`src/rtl/mcu_bus_pkg.sv`:
```
// mcu_bus_pkg: shared types and access-control encodings for the RAM bus arbiter.
// Provides the arbiter FSM state enum, the master index type and funct3-style
// access size/sign codes carried on ramControl.
package mcu_bus_pkg;
    typedef enum logic [1:0] {ARB_IDLE, ARB_ACCESS, ARB_RESP} arb_state_t;
    typedef logic master_id_t;
    localparam logic [2:0] CTRL_LB  = 3'b000;
    localparam logic [2:0] CTRL_LH  = 3'b001;
    localparam logic [2:0] CTRL_LW  = 3'b010;
    localparam logic [2:0] CTRL_LBU = 3'b100;
    localparam logic [2:0] CTRL_LHU = 3'b101;
    localparam logic [2:0] CTRL_SB  = 3'b000;
    localparam logic [2:0] CTRL_SH  = 3'b001;
    localparam logic [2:0] CTRL_SW  = 3'b010;
endpackage

```
`src/rtl/ram_bus_arbiter_if.sv`:
```
// ram_bus_arbiter_if: bundle of both master request channels and the RAM port.
// Master side: m*_req/we/addr/wdata/ctrl/lock in, m*_ready/m*_rdata out.
// RAM side: busWe/busAddr/busWData/ramControl out, busRData in.
// Status: gnt_id (current/last winner), busy (transfer in flight).
// slave = arbiter view, master = environment view.
interface ram_bus_arbiter_if #(
    parameter int ADDR_W = 32,
    parameter int DATA_W = 32
) ();
    logic              m0_req, m0_we, m0_lock, m0_ready;
    logic              m1_req, m1_we, m1_lock, m1_ready;
    logic [ADDR_W-1:0] m0_addr, m1_addr, busAddr;
    logic [DATA_W-1:0] m0_wdata, m1_wdata, m0_rdata, m1_rdata;
    logic [DATA_W-1:0] busWData, busRData;
    logic [2:0]        m0_ctrl, m1_ctrl, ramControl;
    logic              busWe, gnt_id, busy;
    modport slave (
        input  m0_req, m0_we, m0_addr, m0_wdata, m0_ctrl, m0_lock,
        input  m1_req, m1_we, m1_addr, m1_wdata, m1_ctrl, m1_lock, busRData,
        output m0_ready, m0_rdata, m1_ready, m1_rdata,
        output busWe, busAddr, busWData, ramControl, gnt_id, busy
    );
    modport master (
        output m0_req, m0_we, m0_addr, m0_wdata, m0_ctrl, m0_lock,
        output m1_req, m1_we, m1_addr, m1_wdata, m1_ctrl, m1_lock, busRData,
        input  m0_ready, m0_rdata, m1_ready, m1_rdata,
        input  busWe, busAddr, busWData, ramControl, gnt_id, busy
    );
endinterface

```
`src/rtl/rr_arb_pick.sv`:
```
// rr_arb_pick: combinational winner selection for two masters.
// Inputs: i_reqs (request vector), i_last_gnt, i_lock_valid, i_owner, i_burst_cnt.
// Outputs: o_winner, o_grant_valid (any request), o_lock_hold (owner kept by lock).
module rr_arb_pick
    import mcu_bus_pkg::*;
#(
    parameter int CNT_W     = 3,
    parameter int BURST_MAX = 4
) (
    input  logic [1:0]       i_reqs,
    input  master_id_t       i_last_gnt,
    input  logic             i_lock_valid,
    input  master_id_t       i_owner,
    input  logic [CNT_W-1:0] i_burst_cnt,
    output master_id_t       o_winner,
    output logic             o_grant_valid,
    output logic             o_lock_hold
);
    localparam logic [CNT_W-1:0] LIM = CNT_W'(BURST_MAX);
    logic w_lock_hold;
    assign w_lock_hold   = i_lock_valid && i_reqs[i_owner] && (i_burst_cnt < LIM);
    assign o_lock_hold   = w_lock_hold;
    assign o_grant_valid = |i_reqs;
    // Tie goes to whoever did not win last; a single requester just wins.
    assign o_winner      = w_lock_hold ? i_owner : (&i_reqs ? ~i_last_gnt : i_reqs[1]);
endmodule

```
`src/rtl/ram_bus_arbiter.sv`:
```
// ram_bus_arbiter: two-master round-robin arbiter with bounded lock for one RAM port.
// Ports: i_clk, i_reset (async, active-high), io_bus (slave modport: both master
// channels, RAM bus, gnt_id, busy). One transfer = IDLE -> ACCESS -> RESP.
module ram_bus_arbiter
    import mcu_bus_pkg::*;
#(
    parameter int ADDR_W    = 32,
    parameter int DATA_W    = 32,
    parameter int BURST_MAX = 4
) (
    input logic                i_clk,
    input logic                i_reset,
    ram_bus_arbiter_if.slave   io_bus
);
    localparam int CNT_W = $clog2(BURST_MAX + 1);
    arb_state_t        r_state, w_next;
    logic              r_we, r_lock_valid;
    master_id_t        r_gnt_id, r_last_gnt, w_winner;
    logic [CNT_W-1:0]  r_burst_cnt;
    logic [ADDR_W-1:0] r_addr;
    logic [DATA_W-1:0] r_wdata, r_m0_rdata, r_m1_rdata;
    logic [2:0]        r_ctrl;
    logic              w_grant_valid, w_lock_hold;

    rr_arb_pick #(.CNT_W(CNT_W), .BURST_MAX(BURST_MAX)) u_pick (
        .i_reqs        ({io_bus.m1_req, io_bus.m0_req}),
        .i_last_gnt    (r_last_gnt),
        .i_lock_valid  (r_lock_valid),
        .i_owner       (r_gnt_id),
        .i_burst_cnt   (r_burst_cnt),
        .o_winner      (w_winner),
        .o_grant_valid (w_grant_valid),
        .o_lock_hold   (w_lock_hold)
    );

    always_ff @(posedge i_clk or posedge i_reset)
        if (i_reset) r_state <= ARB_IDLE;
        else         r_state <= w_next;

    always_comb begin
        w_next = r_state;
        w_next = (r_state == ARB_IDLE)   ? (w_grant_valid ? ARB_ACCESS : ARB_IDLE) :
                 (r_state == ARB_ACCESS) ? ARB_RESP : ARB_IDLE;
    end

    always_ff @(posedge i_clk or posedge i_reset) begin
        if (i_reset) begin
            r_we         <= 1'b0;
            r_lock_valid <= 1'b0;
            r_gnt_id     <= 1'b0;
            r_last_gnt   <= 1'b1;
            r_burst_cnt  <= '0;
            r_addr       <= '0;
            r_wdata      <= '0;
            r_ctrl       <= '0;
            r_m0_rdata   <= '0;
            r_m1_rdata   <= '0;
        end else begin
            if (r_state == ARB_IDLE) begin
                if (w_grant_valid) begin
                    r_gnt_id     <= w_winner;
                    r_we         <= w_winner ? io_bus.m1_we    : io_bus.m0_we;
                    r_addr       <= w_winner ? io_bus.m1_addr  : io_bus.m0_addr;
                    r_wdata      <= w_winner ? io_bus.m1_wdata : io_bus.m0_wdata;
                    r_ctrl       <= w_winner ? io_bus.m1_ctrl  : io_bus.m0_ctrl;
                    r_lock_valid <= w_winner ? io_bus.m1_lock  : io_bus.m0_lock;
                    r_burst_cnt  <= w_lock_hold ? r_burst_cnt + CNT_W'(1) : CNT_W'(1);
                end else begin
                    // Nobody requesting means the owner gave the bus up.
                    r_lock_valid <= 1'b0;
                end
            end
            // Read data lands directly in the winner's register so the loser keeps its value.
            if (r_state == ARB_ACCESS) begin
                if (r_gnt_id) r_m1_rdata <= io_bus.busRData;
                else          r_m0_rdata <= io_bus.busRData;
            end
            if (r_state == ARB_RESP) r_last_gnt <= r_gnt_id;
        end
    end

    // Combinational from state so an async reset drops the write strobe at once.
    assign io_bus.busWe      = (r_state == ARB_ACCESS) && r_we;
    assign io_bus.busAddr    = r_addr;
    assign io_bus.busWData   = r_wdata;
    assign io_bus.ramControl = r_ctrl;
    assign io_bus.m0_ready   = (r_state == ARB_RESP) && !r_gnt_id;
    assign io_bus.m1_ready   = (r_state == ARB_RESP) && r_gnt_id;
    assign io_bus.m0_rdata   = r_m0_rdata;
    assign io_bus.m1_rdata   = r_m1_rdata;
    assign io_bus.gnt_id     = r_gnt_id;
    assign io_bus.busy       = (r_state != ARB_IDLE);
endmodule

```
`src/flat_wrapper.sv`:
```
// flat-port wrapper written by rule: the top's interface ports become plain ports
module ram_bus_arbiter_flat import mcu_bus_pkg::*;
#(
    parameter int ADDR_W    = 32,
    parameter int DATA_W    = 32,
    parameter int BURST_MAX = 4
)
  (i_clk, i_reset, io_bus_m0_req, io_bus_m0_we, io_bus_m0_addr, io_bus_m0_wdata, io_bus_m0_ctrl, io_bus_m0_lock, io_bus_m1_req, io_bus_m1_we, io_bus_m1_addr, io_bus_m1_wdata, io_bus_m1_ctrl, io_bus_m1_lock, io_bus_busRData, io_bus_m0_ready, io_bus_m0_rdata, io_bus_m1_ready, io_bus_m1_rdata, io_bus_busWe, io_bus_busAddr, io_bus_busWData, io_bus_ramControl, io_bus_gnt_id, io_bus_busy);
  ram_bus_arbiter_if #(.ADDR_W(ADDR_W), .DATA_W(DATA_W)) io_bus_i ();
  input logic i_clk;
  input logic i_reset;
  input wire logic [$bits(io_bus_i.m0_req)-1:0] io_bus_m0_req;
  input wire logic [$bits(io_bus_i.m0_we)-1:0] io_bus_m0_we;
  input wire logic [$bits(io_bus_i.m0_addr)-1:0] io_bus_m0_addr;
  input wire logic [$bits(io_bus_i.m0_wdata)-1:0] io_bus_m0_wdata;
  input wire logic [$bits(io_bus_i.m0_ctrl)-1:0] io_bus_m0_ctrl;
  input wire logic [$bits(io_bus_i.m0_lock)-1:0] io_bus_m0_lock;
  input wire logic [$bits(io_bus_i.m1_req)-1:0] io_bus_m1_req;
  input wire logic [$bits(io_bus_i.m1_we)-1:0] io_bus_m1_we;
  input wire logic [$bits(io_bus_i.m1_addr)-1:0] io_bus_m1_addr;
  input wire logic [$bits(io_bus_i.m1_wdata)-1:0] io_bus_m1_wdata;
  input wire logic [$bits(io_bus_i.m1_ctrl)-1:0] io_bus_m1_ctrl;
  input wire logic [$bits(io_bus_i.m1_lock)-1:0] io_bus_m1_lock;
  input wire logic [$bits(io_bus_i.busRData)-1:0] io_bus_busRData;
  output wire logic [$bits(io_bus_i.m0_ready)-1:0] io_bus_m0_ready;
  output wire logic [$bits(io_bus_i.m0_rdata)-1:0] io_bus_m0_rdata;
  output wire logic [$bits(io_bus_i.m1_ready)-1:0] io_bus_m1_ready;
  output wire logic [$bits(io_bus_i.m1_rdata)-1:0] io_bus_m1_rdata;
  output wire logic [$bits(io_bus_i.busWe)-1:0] io_bus_busWe;
  output wire logic [$bits(io_bus_i.busAddr)-1:0] io_bus_busAddr;
  output wire logic [$bits(io_bus_i.busWData)-1:0] io_bus_busWData;
  output wire logic [$bits(io_bus_i.ramControl)-1:0] io_bus_ramControl;
  output wire logic [$bits(io_bus_i.gnt_id)-1:0] io_bus_gnt_id;
  output wire logic [$bits(io_bus_i.busy)-1:0] io_bus_busy;
  assign io_bus_i.m0_req = io_bus_m0_req;
  assign io_bus_i.m0_we = io_bus_m0_we;
  assign io_bus_i.m0_addr = io_bus_m0_addr;
  assign io_bus_i.m0_wdata = io_bus_m0_wdata;
  assign io_bus_i.m0_ctrl = io_bus_m0_ctrl;
  assign io_bus_i.m0_lock = io_bus_m0_lock;
  assign io_bus_i.m1_req = io_bus_m1_req;
  assign io_bus_i.m1_we = io_bus_m1_we;
  assign io_bus_i.m1_addr = io_bus_m1_addr;
  assign io_bus_i.m1_wdata = io_bus_m1_wdata;
  assign io_bus_i.m1_ctrl = io_bus_m1_ctrl;
  assign io_bus_i.m1_lock = io_bus_m1_lock;
  assign io_bus_i.busRData = io_bus_busRData;
  assign io_bus_m0_ready = io_bus_i.m0_ready;
  assign io_bus_m0_rdata = io_bus_i.m0_rdata;
  assign io_bus_m1_ready = io_bus_i.m1_ready;
  assign io_bus_m1_rdata = io_bus_i.m1_rdata;
  assign io_bus_busWe = io_bus_i.busWe;
  assign io_bus_busAddr = io_bus_i.busAddr;
  assign io_bus_busWData = io_bus_i.busWData;
  assign io_bus_ramControl = io_bus_i.ramControl;
  assign io_bus_gnt_id = io_bus_i.gnt_id;
  assign io_bus_busy = io_bus_i.busy;
  ram_bus_arbiter #(.ADDR_W(ADDR_W), .DATA_W(DATA_W), .BURST_MAX(BURST_MAX)) u_core (.i_clk(i_clk), .i_reset(i_reset), .io_bus(io_bus_i));
endmodule
```
`config.mk`:
```
export PLATFORM = sky130hd
export DESIGN_NAME = ram_bus_arbiter_flat
export DESIGN_NICKNAME = d
export VERILOG_FILES = /design/src/rtl/mcu_bus_pkg.sv /design/src/rtl/ram_bus_arbiter_if.sv /design/src/rtl/rr_arb_pick.sv /design/src/rtl/ram_bus_arbiter.sv /design/src/flat_wrapper.sv
export SDC_FILE = /design/constraint.sdc
export NUM_CORES = 1
export LEC_CHECK = 0
export BUFFER_PORTS_ARGS = -buffer_cell sky130_fd_sc_hd__buf_2
export CORE_AREA = 4 4 125 127
export DETAILED_ROUTE_END_ITERATION = 10
export DIE_AREA = 0 0 129 131
export MAX_ROUTING_LAYER = met4
export PLACE_DENSITY = 0.77
export SLEW_MARGIN = 20
export SYNTH_ARGS = -nofsm -noshare
export SYNTH_HDL_FRONTEND = slang
export SYNTH_HIERARCHICAL = 1
export SYNTH_SLANG_ARGS = --single-unit
```
`constraint.sdc`:
```
create_clock -name i_clk -period 4 [get_ports i_clk]
set_input_delay 0.6 -clock i_clk [delete_from_list [all_inputs] [get_ports i_clk]]
set_output_delay 0.6 -clock i_clk [all_outputs]
set_load 0.02 [all_outputs]
```
==> results by group <==
Timing
  – Measured slew at the worst slew-check pin: roughly 0.75 ns
  – Crit path time final: approximately 2.2 ns
  – Hold Violations, Final: 0
  – Setup TNS: 0 ns
  – Slew Viols, Final: 0
  – Fmax: 451 MHz
  – Setup violations, final: 0
  – Unrepaired setup endpoints after global routing: no
  – Max_slew headroom: 50.1%
  – Clk_skew: 0.0106 ns
  – Fin crit share: 55.4%

Worst setup path
  – Worst-path fanout max: 44
  – Critical Path Source: u_core/io_bus.gnt_id$_DFFE_PP0P_
  – CP cell instances: and4bb_1 > a311oi_4 > buf_4 > mux2i_1 > o21ai_0
  – Worst path depth: 5
  – Buf/Inv on CP: 1
  – Crit-path max cell delay: between 0.6 and 0.7 ns
  – Max stage delay cell, worst path: buf_4
  – End point of the critical path: u_core/io_bus.ramControl[2]$_DFFE_PP0P_
  – CP Launch Type: flip-flop
  – CP delay by family, top: buffers and inverters
  – FF-to-FF End: u_core/io_bus.ramControl[2]$_DFFE_PP0P_
  – Worst EP required: between 4 and 5 ns
  – Crit path kind: flip-flop to flip-flop
  – R2r setup slk: roughly 1.8 ns
  – R2R depth: 5
  – Worst r2r src: u_core/io_bus.gnt_id$_DFFE_PP0P_
  – CP Capture Type: flip-flop
  – Crit path arrival time: around 2.5 ns

Logic synthesis
  – Ys async rst share: 100%
  – Area contributors post-synth: dfrtp_1, mux2_2, mux2i_1
  – Synthesized area per cell: 12.5 µm²
  – Commonest register cell after synthesis: dfrtp_1
  – Synth warn: 6
  – Mapped Area: 5880 µm²
  – Mapped Cells: 472
  – Post-synth top area share: 59.1%
  – Dominant cell type by area after synthesis: dfrtp_1
  – Post-synthesis sequential area ratio: 59.6%
  – Most frequent cell after synthesis: dfrtp_1
  – Syn nets: 647
  – #FFs+latches synth: 140
  – Netlist cell types: 29
  – EDFF count, synth: 0
  – Synth top cells by count: dfrtp_1, nand2_1, mux2i_1

Floorplanning
  – Initial Util: 40.8%
  – Die H: roughly 130 µm
  – Die ar.: 16,900 µm²
  – Die Wd: 129 µm
  – IO Count: 310
  – CORE AREA: 14,400 µm²
  – Row Count: between 40 and 50

Job
  – Max Cap Violations: 0

Final layout
  – Filler instances: 1,232
  – Share of cells above drive strength 1: between 50% and 60%
  – Synth-to-layout area growth: 38.5%
  – Final cell count without fillers: just under 1,000
  – Final nets: 952

Clocking
  – Reg clk slew, reported paths: approximately 0.070 ns
  – Post-CTS Resized: 0
  – Root buffer cell: clkbuf_16
  – TritonCTS buffer count: 17
  – Num Clock Sinks: 140
  – CTS tree: done
  – H-Tree Depth: 4
  – Post-CTS setup buffers: 0
  – CTS Hold Bufs: 0
  – Clk Latency, worst-skew pair: 0.41 ns
  – Max Buffers Root-to-Sink: 2

Global route
  – Total Routing Usage GR: 18.5%
  – Overflow after GRT: 0
  – Initial antenna violation count: 1
  – First-pass GRT wire length: 23,500 µm
  – Maximum number of pins on one net before global-route repair: between 80 and 90
  – Vias in the first global route: 4,646

Detailed routing
  – Post-DRT Antenna Nets: 0
  – Number of vias per cell: 4.73
  – Post-DR wirelength/cell: about 16 µm
  – First-pass DRT Iterations: 4
  – DRC violations left: 0
  – Starting DRC count in detailed routing: 140
  – Drt total wl: 15,400 µm
  – Via Count: 4,615

Power
  – Leakage: 4.19 nW
  – P per Cell Area: 871 nW/µm²
  – VDD IR-drop max: roughly 340 µV

Placement
  – HPWL Detailed: 11,900 µm
  – Placed Instances: ~940
  – GPL Wtd Cong: 0.790
  – Port Buf Inserts: between 300 and 400

Run status
  – Status: completed

Hold path
  – Worst min-delay path category: primary input to async pin
-- worst min path at each step --
stage	startpoint	end	slack [ns]	cells after the start
2_1_floorplan	u_core/r_burst_cnt[1]$_DFFE_PP0P_	u_core/r_burst_cnt[1]$_DFFE_PP0P_	0.44	2
3_5_place_dp	u_core/r_burst_cnt[1]$_DFFE_PP0P_	u_core/r_burst_cnt[1]$_DFFE_PP0P_	0.46	2
5_1_grt	i_reset	u_core/io_bus.m1_rdata[5]$_DFFE_PP0P_	0.08	2
3_3_place_gp	u_core/r_we$_DFFE_PP0P_	u_core/r_we$_DFFE_PP0P_	0.45	2
6_report	i_reset	u_core/io_bus.m1_rdata[5]$_DFFE_PP0P_	0.09	2
4_1_cts	i_reset	u_core/io_bus.m1_rdata[5]$_DFFE_PP0P_	0.07	2
-- final cells by class --
class / instances / area (µm²) / share of cell area, %
Clock buffer: 17 / 425 / 5.22
Sequential cell: 140 / 3500 / 43.0
Multi-Input combinational cell: 298 / 2220 / 27.3
Tap cell: 184 / 230 / 2.82
Inverter: 4 / 18.8 / 0.230
Antenna cell: 1 / 2.50 / 0.0307
Clock inverter: 15 / 124 / 1.52
Timing Repair Buffer: 316 / 1620 / 19.9
-- state kept, by name, indices dropped and copies added, names as in the netlist, 2 cells and up --
signal,flops
u_core/io_bus.busAddr,32
u_core/io_bus.busWData,32
u_core/r_burst_cnt,3
u_core/io_bus.m0_rdata,32
u_core/r_state,2
u_core/io_bus.m1_rdata,32
u_core/io_bus.ramControl,3
-- metrics by stage --
| step | area, µm² | power (mW) | hold WS, ns | util [%] | worst slack, ns |
|---|---|---|---|---|---|
| after global placement | 7600 | 5.64 | 0.454 | 52.7 | 1.62 |
| after floorplan | 5890 | 4.61 | 0.442 | - | 1.65 |
| final | 8150 | 7.10 | 0.0933 | 56.5 | 1.78 |
| after CTS | 8150 | 7.22 | 0.0716 | 56.5 | 1.77 |
| after global routing | 8150 | 7.58 | 0.0772 | 56.5 | 1.65 |
| after detailed placement | 7600 | 5.74 | 0.463 | 52.7 | 1.52 |
-- cell families (layout without fill, tap and decap cells) --
family	Yosys count	after routing	share of synthesized area [%]
flops	140	140	59.6
mux	134	134	24.2
simple gates	90	90	6.57
compound gates	73	73	6.53
buf+inv	34	352	2.98
fa+ha+maj	1	1	0.213
other cells	0	1	0
-- power by group --
part	internal, mW	switching (mW)
Clock	0.811	0.635
Sequential	2.14	0.366
Combinational	1.22	1.94
Total	4.17	2.94
-- per-layer routing --
| layer | global-route usage (%) | routed length (µm) | vias up |
|---|---|---|---|
| met5 | - | 0 | - |
| met4 | 7.29 | 288 | 0 |
| met3 | 5.08 | 1260 | 24 |
| met2 | 30.7 | 7820 | 203 |
| met1 | 21.3 | 6010 | 2134 |
| li1 | - | - | 2254 |
-- cell usage in the layout, fill, tap and decap left out, drive strengths merged, types with 2 or more instances in the layout --
| cell | synthesis | routed |
|---|---|---|
| buf | 16 | 316 |
| dfrtp | 139 | 139 |
| nand2 | 73 | 73 |
| mux2i | 70 | 70 |
| o21ai | 69 | 69 |
| mux2 | 64 | 64 |
| clkbuf | 14 | 17 |
| inv | 4 | 12 |
| clkinvlp | 0 | 5 |
| nor2 | 3 | 3 |
| nand3 | 3 | 3 |
| clkinv | 0 | 2 |
| and2 | 2 | 2 |
| or2 | 2 | 2 |
| nand2b | 2 | 2 |
(Power assumes the default switching activity.)
